===== config.mk =====
export PLATFORM = sky130hd
export DESIGN_NAME = sme_host_driver
export DESIGN_NICKNAME = d
export VERILOG_FILES = /design/src/rtl/sme_host_driver.sv
export SDC_FILE = /design/constraint.sdc
export NUM_CORES = 1
export LEC_CHECK = 0
export BUFFER_PORTS_ARGS = -buffer_cell sky130_fd_sc_hd__clkbuf_2
export CORE_ASPECT_RATIO = 0.6
export CORE_MARGIN = 4
export CORE_UTILIZATION = 65
export DETAILED_ROUTE_END_ITERATION = 16
export PLACE_DENSITY = 0.83
export RECOVER_POWER = 100
export SETUP_SLACK_MARGIN = 0.3
export SLEW_MARGIN = 20
export SYNTH_ARGS = -nofsm -noshare
export SYNTH_HDL_FRONTEND = slang
export SYNTH_SLANG_ARGS = --single-unit

===== constraint.sdc =====
create_clock -name clk -period 5.9 [get_ports clk]
set_input_delay 0.295 -clock clk [delete_from_list [all_inputs] [get_ports clk]]
set_output_delay 0.295 -clock clk [all_outputs]
set_load 0.02 [all_outputs]

===== src/rtl/sme_host_driver.sv =====
// sme_host_driver: host-side initiator for the string-match engine.
// Loads string/pattern buffers over a config port, streams them to the SME on
// start, then waits for the SME valid strobe and captures its result.
// Optional feature macro: SME_DRV_TIMEOUT_EN. When it is defined, WAIT is
// bounded by TIMEOUT cycles and res_timeout reports an aborted transaction.
module sme_host_driver #(
    parameter int STR_MAX = 32,
    parameter int PAT_MAX = 9,
    parameter int TIMEOUT = 255
) (
    input  logic       clk,
    input  logic       reset,
    input  logic       cfg_we,
    input  logic       cfg_sel,
    input  logic [4:0] cfg_addr,
    input  logic [7:0] cfg_data,
    input  logic [5:0] str_len,
    input  logic [3:0] pat_len,
    input  logic       send_str,
    input  logic       start,
    output logic       busy,
    output logic       done,
    output logic       res_match,
    output logic [4:0] res_index,
    output logic       res_timeout,
    output logic [7:0] chardata,
    output logic       isstring,
    output logic       ispattern,
    input  logic       match,
    input  logic [4:0] match_index,
    input  logic       valid
);

    localparam logic [2:0] S_IDLE = 3'd0;
    localparam logic [2:0] S_STR  = 3'd1;
    localparam logic [2:0] S_PAT  = 3'd2;
    localparam logic [2:0] S_GAP  = 3'd3;
    localparam logic [2:0] S_WAIT = 3'd4;
    localparam logic [2:0] S_DONE = 3'd5;

    localparam logic [5:0] STR_MAX_L = 6'(STR_MAX);
    localparam logic [3:0] PAT_MAX_L = 4'(PAT_MAX);
    localparam logic [4:0] PAT_LIM_A = 5'(PAT_MAX);

    logic [7:0] str_buf [0:STR_MAX-1];
    logic [7:0] pat_buf [0:PAT_MAX-1];

    logic [2:0] state_reg;
    logic [5:0] cnt_reg;        // index of the next char to present
    logic [5:0] slen_reg;
    logic [3:0] plen_reg;
    logic       str_loaded_reg;

    logic [5:0] slen_eff;
    logic [3:0] plen_eff;
    logic       send_eff;
    logic [7:0] str_rd;
    logic [7:0] pat_rd;

    // Length clamping and first-char selection for an accepted start.
    always_comb begin
        slen_eff = str_len;
        if (str_len == 6'd0 || str_len > STR_MAX_L) begin
            slen_eff = STR_MAX_L;
        end
        plen_eff = pat_len;
        if (pat_len == 4'd0) begin
            plen_eff = 4'd1;
        end else if (pat_len > PAT_MAX_L) begin
            plen_eff = PAT_MAX_L;
        end
        // Without a string held by the SME, the string must go out again.
        send_eff = send_str | ~str_loaded_reg;
        str_rd   = str_buf[cnt_reg[4:0]];
        pat_rd   = pat_buf[cnt_reg[3:0]];
    end

    // Config writes into the char buffers; frozen while a transaction runs.
    always_ff @(posedge clk) begin
        if (cfg_we && !busy) begin
            if (!cfg_sel) begin
                str_buf[cfg_addr] <= cfg_data;
            end else if (cfg_addr < PAT_LIM_A) begin
                pat_buf[cfg_addr[3:0]] <= cfg_data;
            end
        end
    end

`ifdef SME_DRV_TIMEOUT_EN
    localparam logic [7:0] TO_L = 8'(TIMEOUT);
    logic [7:0] tcnt_reg;
    logic       res_timeout_reg;
    assign res_timeout = res_timeout_reg;
`else
    assign res_timeout = 1'b0;
`endif

    // Transaction sequencer: stream string, pattern, one blank gap, then wait for the SME result.
    always_ff @(posedge clk or posedge reset) begin
        if (reset) begin
            state_reg      <= S_IDLE;
            cnt_reg        <= 6'd0;
            slen_reg       <= 6'd0;
            plen_reg       <= 4'd0;
            str_loaded_reg <= 1'b0;
            busy           <= 1'b0;
            done           <= 1'b0;
            res_match      <= 1'b0;
            res_index      <= 5'd0;
            chardata       <= 8'd0;
            isstring       <= 1'b0;
            ispattern      <= 1'b0;
`ifdef SME_DRV_TIMEOUT_EN
            tcnt_reg        <= 8'd0;
            res_timeout_reg <= 1'b0;
`endif
        end else begin
            case (state_reg)
                S_IDLE: begin
                    done <= 1'b0;
                    if (start) begin
                        busy     <= 1'b1;
                        slen_reg <= slen_eff;
                        plen_reg <= plen_eff;
                        cnt_reg  <= 6'd1;
                        if (send_eff) begin
                            state_reg <= S_STR;
                            chardata  <= str_buf[0];
                            isstring  <= 1'b1;
                            ispattern <= 1'b0;
                        end else begin
                            state_reg <= S_PAT;
                            chardata  <= pat_buf[0];
                            isstring  <= 1'b0;
                            ispattern <= 1'b1;
                        end
                    end
                end
                S_STR: begin
                    if (cnt_reg == slen_reg) begin
                        // Last string char is on the wire; pattern follows with no gap.
                        state_reg      <= S_PAT;
                        str_loaded_reg <= 1'b1;
                        cnt_reg        <= 6'd1;
                        chardata       <= pat_buf[0];
                        isstring       <= 1'b0;
                        ispattern      <= 1'b1;
                    end else begin
                        cnt_reg  <= cnt_reg + 6'd1;
                        chardata <= str_rd;
                    end
                end
                S_PAT: begin
                    if (cnt_reg == {2'b00, plen_reg}) begin
                        state_reg <= S_GAP;
                        chardata  <= 8'd0;
                        isstring  <= 1'b0;
                        ispattern <= 1'b0;
                    end else begin
                        cnt_reg  <= cnt_reg + 6'd1;
                        chardata <= pat_rd;
                    end
                end
                S_GAP: begin
                    // Any valid seen up to here belongs to the previous transaction.
                    state_reg <= S_WAIT;
`ifdef SME_DRV_TIMEOUT_EN
                    tcnt_reg  <= 8'd0;
`endif
                end
                S_WAIT: begin
                    if (valid) begin
                        res_match <= match;
                        res_index <= match_index;
                        state_reg <= S_DONE;
                        done      <= 1'b1;
`ifdef SME_DRV_TIMEOUT_EN
                        res_timeout_reg <= 1'b0;
                    end else if (tcnt_reg == TO_L - 8'd1) begin
                        // WAIT has lasted TIMEOUT cycles: abort and force a string resend.
                        res_match       <= 1'b0;
                        res_index       <= 5'd0;
                        res_timeout_reg <= 1'b1;
                        str_loaded_reg  <= 1'b0;
                        state_reg       <= S_DONE;
                        done            <= 1'b1;
                    end else begin
                        tcnt_reg <= tcnt_reg + 8'd1;
`endif
                    end
                end
                S_DONE: begin
                    done      <= 1'b0;
                    busy      <= 1'b0;
                    state_reg <= S_IDLE;
                end
                default: begin
                    state_reg <= S_IDLE;
                    busy      <= 1'b0;
                    done      <= 1'b0;
                end
            endcase
        end
    end

endmodule


==> flow_summary.json <==
{
  "status": "finished, violations left",
  "violations": "capacitance limit, slew limit",
  "initial_core_util_pct": 66.3,
  "synth_edf_count": 328,
  "whs_ps": 12.1,
  "hold_viol": 0,
  "worst_slew_pin_slew_ps": 2250,
  "die_y_um": 124,
  "max_freq_mhz": 300,
  "total_power_mw": 5.02,
  "dpl.hpwl_um": 22200,
  "maxCapViolations": 9,
  "clock_latency_ps": 560,
  "slew_violations": 375,
  "cts_setup_buffers": 0,
  "holdBufCountCts": 8,
  "largest_reg_flops": 256,
  "netlist_area_um2": 14700,
  "rsz0062_at_grt": "false",
  "top_register": "str_buf",
  "powerDensity_nw_per_um2": 309,
  "io_buffers": 53,
  "place_congestion": 0.941,
  "syn_to_final_growth_pct": 10.8,
  "drc": 0,
  "yosysSeqAreaShare_pct": 73.6,
  "wl_per_cell_um": 29.4,
  "boundaryPins": 55,
  "drive_above_1_share_pct": 18.0,
  "ir_drop_uv": 261,
  "finClkSkew_ps": 8.23,
  "finalInstanceArea_um2": 16300,
  "worst_slack_ps": 2560,
  "setup_tns_ps": 0,
  "detail_route.first_pass.iterations": 6,
  "end_kind": "flop",
  "root_buffer": "clkbuf_16",
  "post_dp_cell_area_um2": 15200,
  "antenna_left": 0,
  "holdCritPathClass": "input pin to flop",
  "cts_resized": 0,
  "cts_buffer_depth": 3,
  "worstPathCellList": "xnor2_1 > nand3_1 > o21ai_0 > o21ai_0 > mux2_1",
  "slowest_delay_ps": 1050,
  "cts.sinks": 366,
  "htreeDepth": 1,
  "period_share_pct": 56.6,
  "slowest_stage": "dfrtp_4",
  "place_ws_ps": 2670,
  "async_flop_share_pct": 10.4,
  "synthCells": 821,
  "core.rowCount": 42,
  "synth.avg_cell_area_um2": 17.9,
  "fin_crit_ps": 3340,
  "cp-start-kind": "flop",
  "yosys_warnings": 0,
  "path_class": "flop to flop",
  "nNetsFinal": 914,
  "slew_headroom_pct": -49.8,
  "dieArea_um2": 25100,
  "grt_max_degree": 53,
  "arrival_ps": 3780,
  "cts_buffers": 31,
  "core_area_um2": 22100,
  "crit_required_ps": 6340,
  "syn_nets": 858,
  "setup_viol": 0,
  "ys_types": 54,
  "critPathMostFrequentCell": "o21ai_0",
  "routed_wl_um": 35600,
  "vias_per_cell": 6.96,
  "power.leakage_nw": 5.53,
  "vias": 8420,
  "antenna_cells": 0,
  "grt_pass1_wl_um": 53600,
  "drt_iter0_drc": 1299,
  "synth-seq-cells": 366,
  "antenna_found_initial": 0,
  "grt_overflow": 0,
  "grt_use_total_pct": 28.5,
  "tritoncts": "built",
  "path_max_fanout": 52,
  "grt_pass1_vias": 8288,
  "synth_ff_type": "edfxtp_1",
  "clk_pin_slew_ps": 70,
  "die_w_um": 202
}
-- cells by family after synthesis --
group	after synthesis	synth area share, %
DFF	366	73.6
AOI/OAI and AO/OA	139	6.46
and+or+nand+nor	139	4.48
muxes	104	12.7
buffers and inverters	57	1.78
xor gates and xnor gates	14	0.836
adders and majority gates	1	0.0853
other	1	0.0256
-- worst paths after layout --
path | startpoint | end | slack, ps | cells after the start
max | cnt_reg[0] | ispattern | 2560 | 5
min reg2reg | str_loaded_reg | str_loaded_reg | 480 | 2
max reg2reg | cnt_reg[0] | ispattern | 2560 | 5
min | str_len[0] | slen_reg[0] | 10 | 3
max in group asynchronous | reset | cnt_reg[1] | 3230 | 4
min in group asynchronous | reset | slen_reg[1] | 1110 | 4
-- layout make-up --
class,count,area [um^2]
clock buffer,37,818
clock inverter,20,236
fill,1238,5870
inverter,13,48.8
multi-input combinational,398,3600
sequential,366,10800
tap,308,385
timing repair buffer,67,353
-- cell usage after synthesis (all sizes together) (7+ instances only) --
cell type,count,area share (%)
o22ai,15,0.64
clkbuf,19,0.49
o21ai,21,0.82
nand2b,12,0.51
mux2i,30,2.0
o221ai,8,0.48
mux2,9,0.69
xnor2,9,0.54
o2bb2ai,8,0.48
buf,25,0.96
nor2b,7,0.30
o31ai,7,0.39
nor2,61,1.6
a21o,8,0.41
a221oi,8,0.48
a211oi,7,0.36
nand3,7,0.24
edfxtp,328,67
dfrtp,38,6.5
a22oi,15,0.77
a21oi,31,1.1
nand2,29,0.74
inv,13,0.33
mux4,65,10
-- cells in the final DEF (no fill, tap or decap), types with 7 or more instances in the layout --
cell type and instances:
edfxtp_1 328, mux4_2 65, nor2_1 61, dfrtp_1 36, clkbuf_1 32, a21oi_1 31, clkbuf_16 31, mux2i_1 30
nand2_1 29, clkbuf_2 26, o21ai_0 20, a22oi_1 15, o22ai_1 15, inv_1 13, nand2b_1 12, xnor2_1 9
o221ai_1 8, a21o_1 8, a221oi_1 8, o2bb2ai_1 8, clkinv_2 8, dlygate4sd3_1 8, nand3_1 7, a211oi_1 7
-- routing by layer --
layer / up-vias / track usage, % / part of all wire, %
met1: 4257 / 42.9 / 38
met3: 90 / 8.61 / 14
met4: 0 / 6.27 / 2.6
met2: 664 / 42.3 / 46
li1: 3409 / - / -
met5: - / 0 / 0
-- critical path: cells and delay by family, from the launching register on --
kind,cells,cell delay (ps)
compound gates,2,1300
simple gates,1,190
xor+xnor,1,240
flops,1,1050
mux,1,430
-- per-stage QoR --
step                util (%)  std cells
floorplan                  -        821
global placement        68.5       1143
detailed placement      68.5       1143
CTS                     73.6       1208
finish                  73.5       1209
global route            73.5       1209
-- where the power goes --
part,internal [mW],total (mW),switching [mW]
Sequential,2.82,2.82,0
Clock,1.21,2.12,0.909
Combinational,0.0156,0.0777,0.0621
Total,4.05,5.02,0.971
Note: power is estimated with default switching activity, not from simulation.
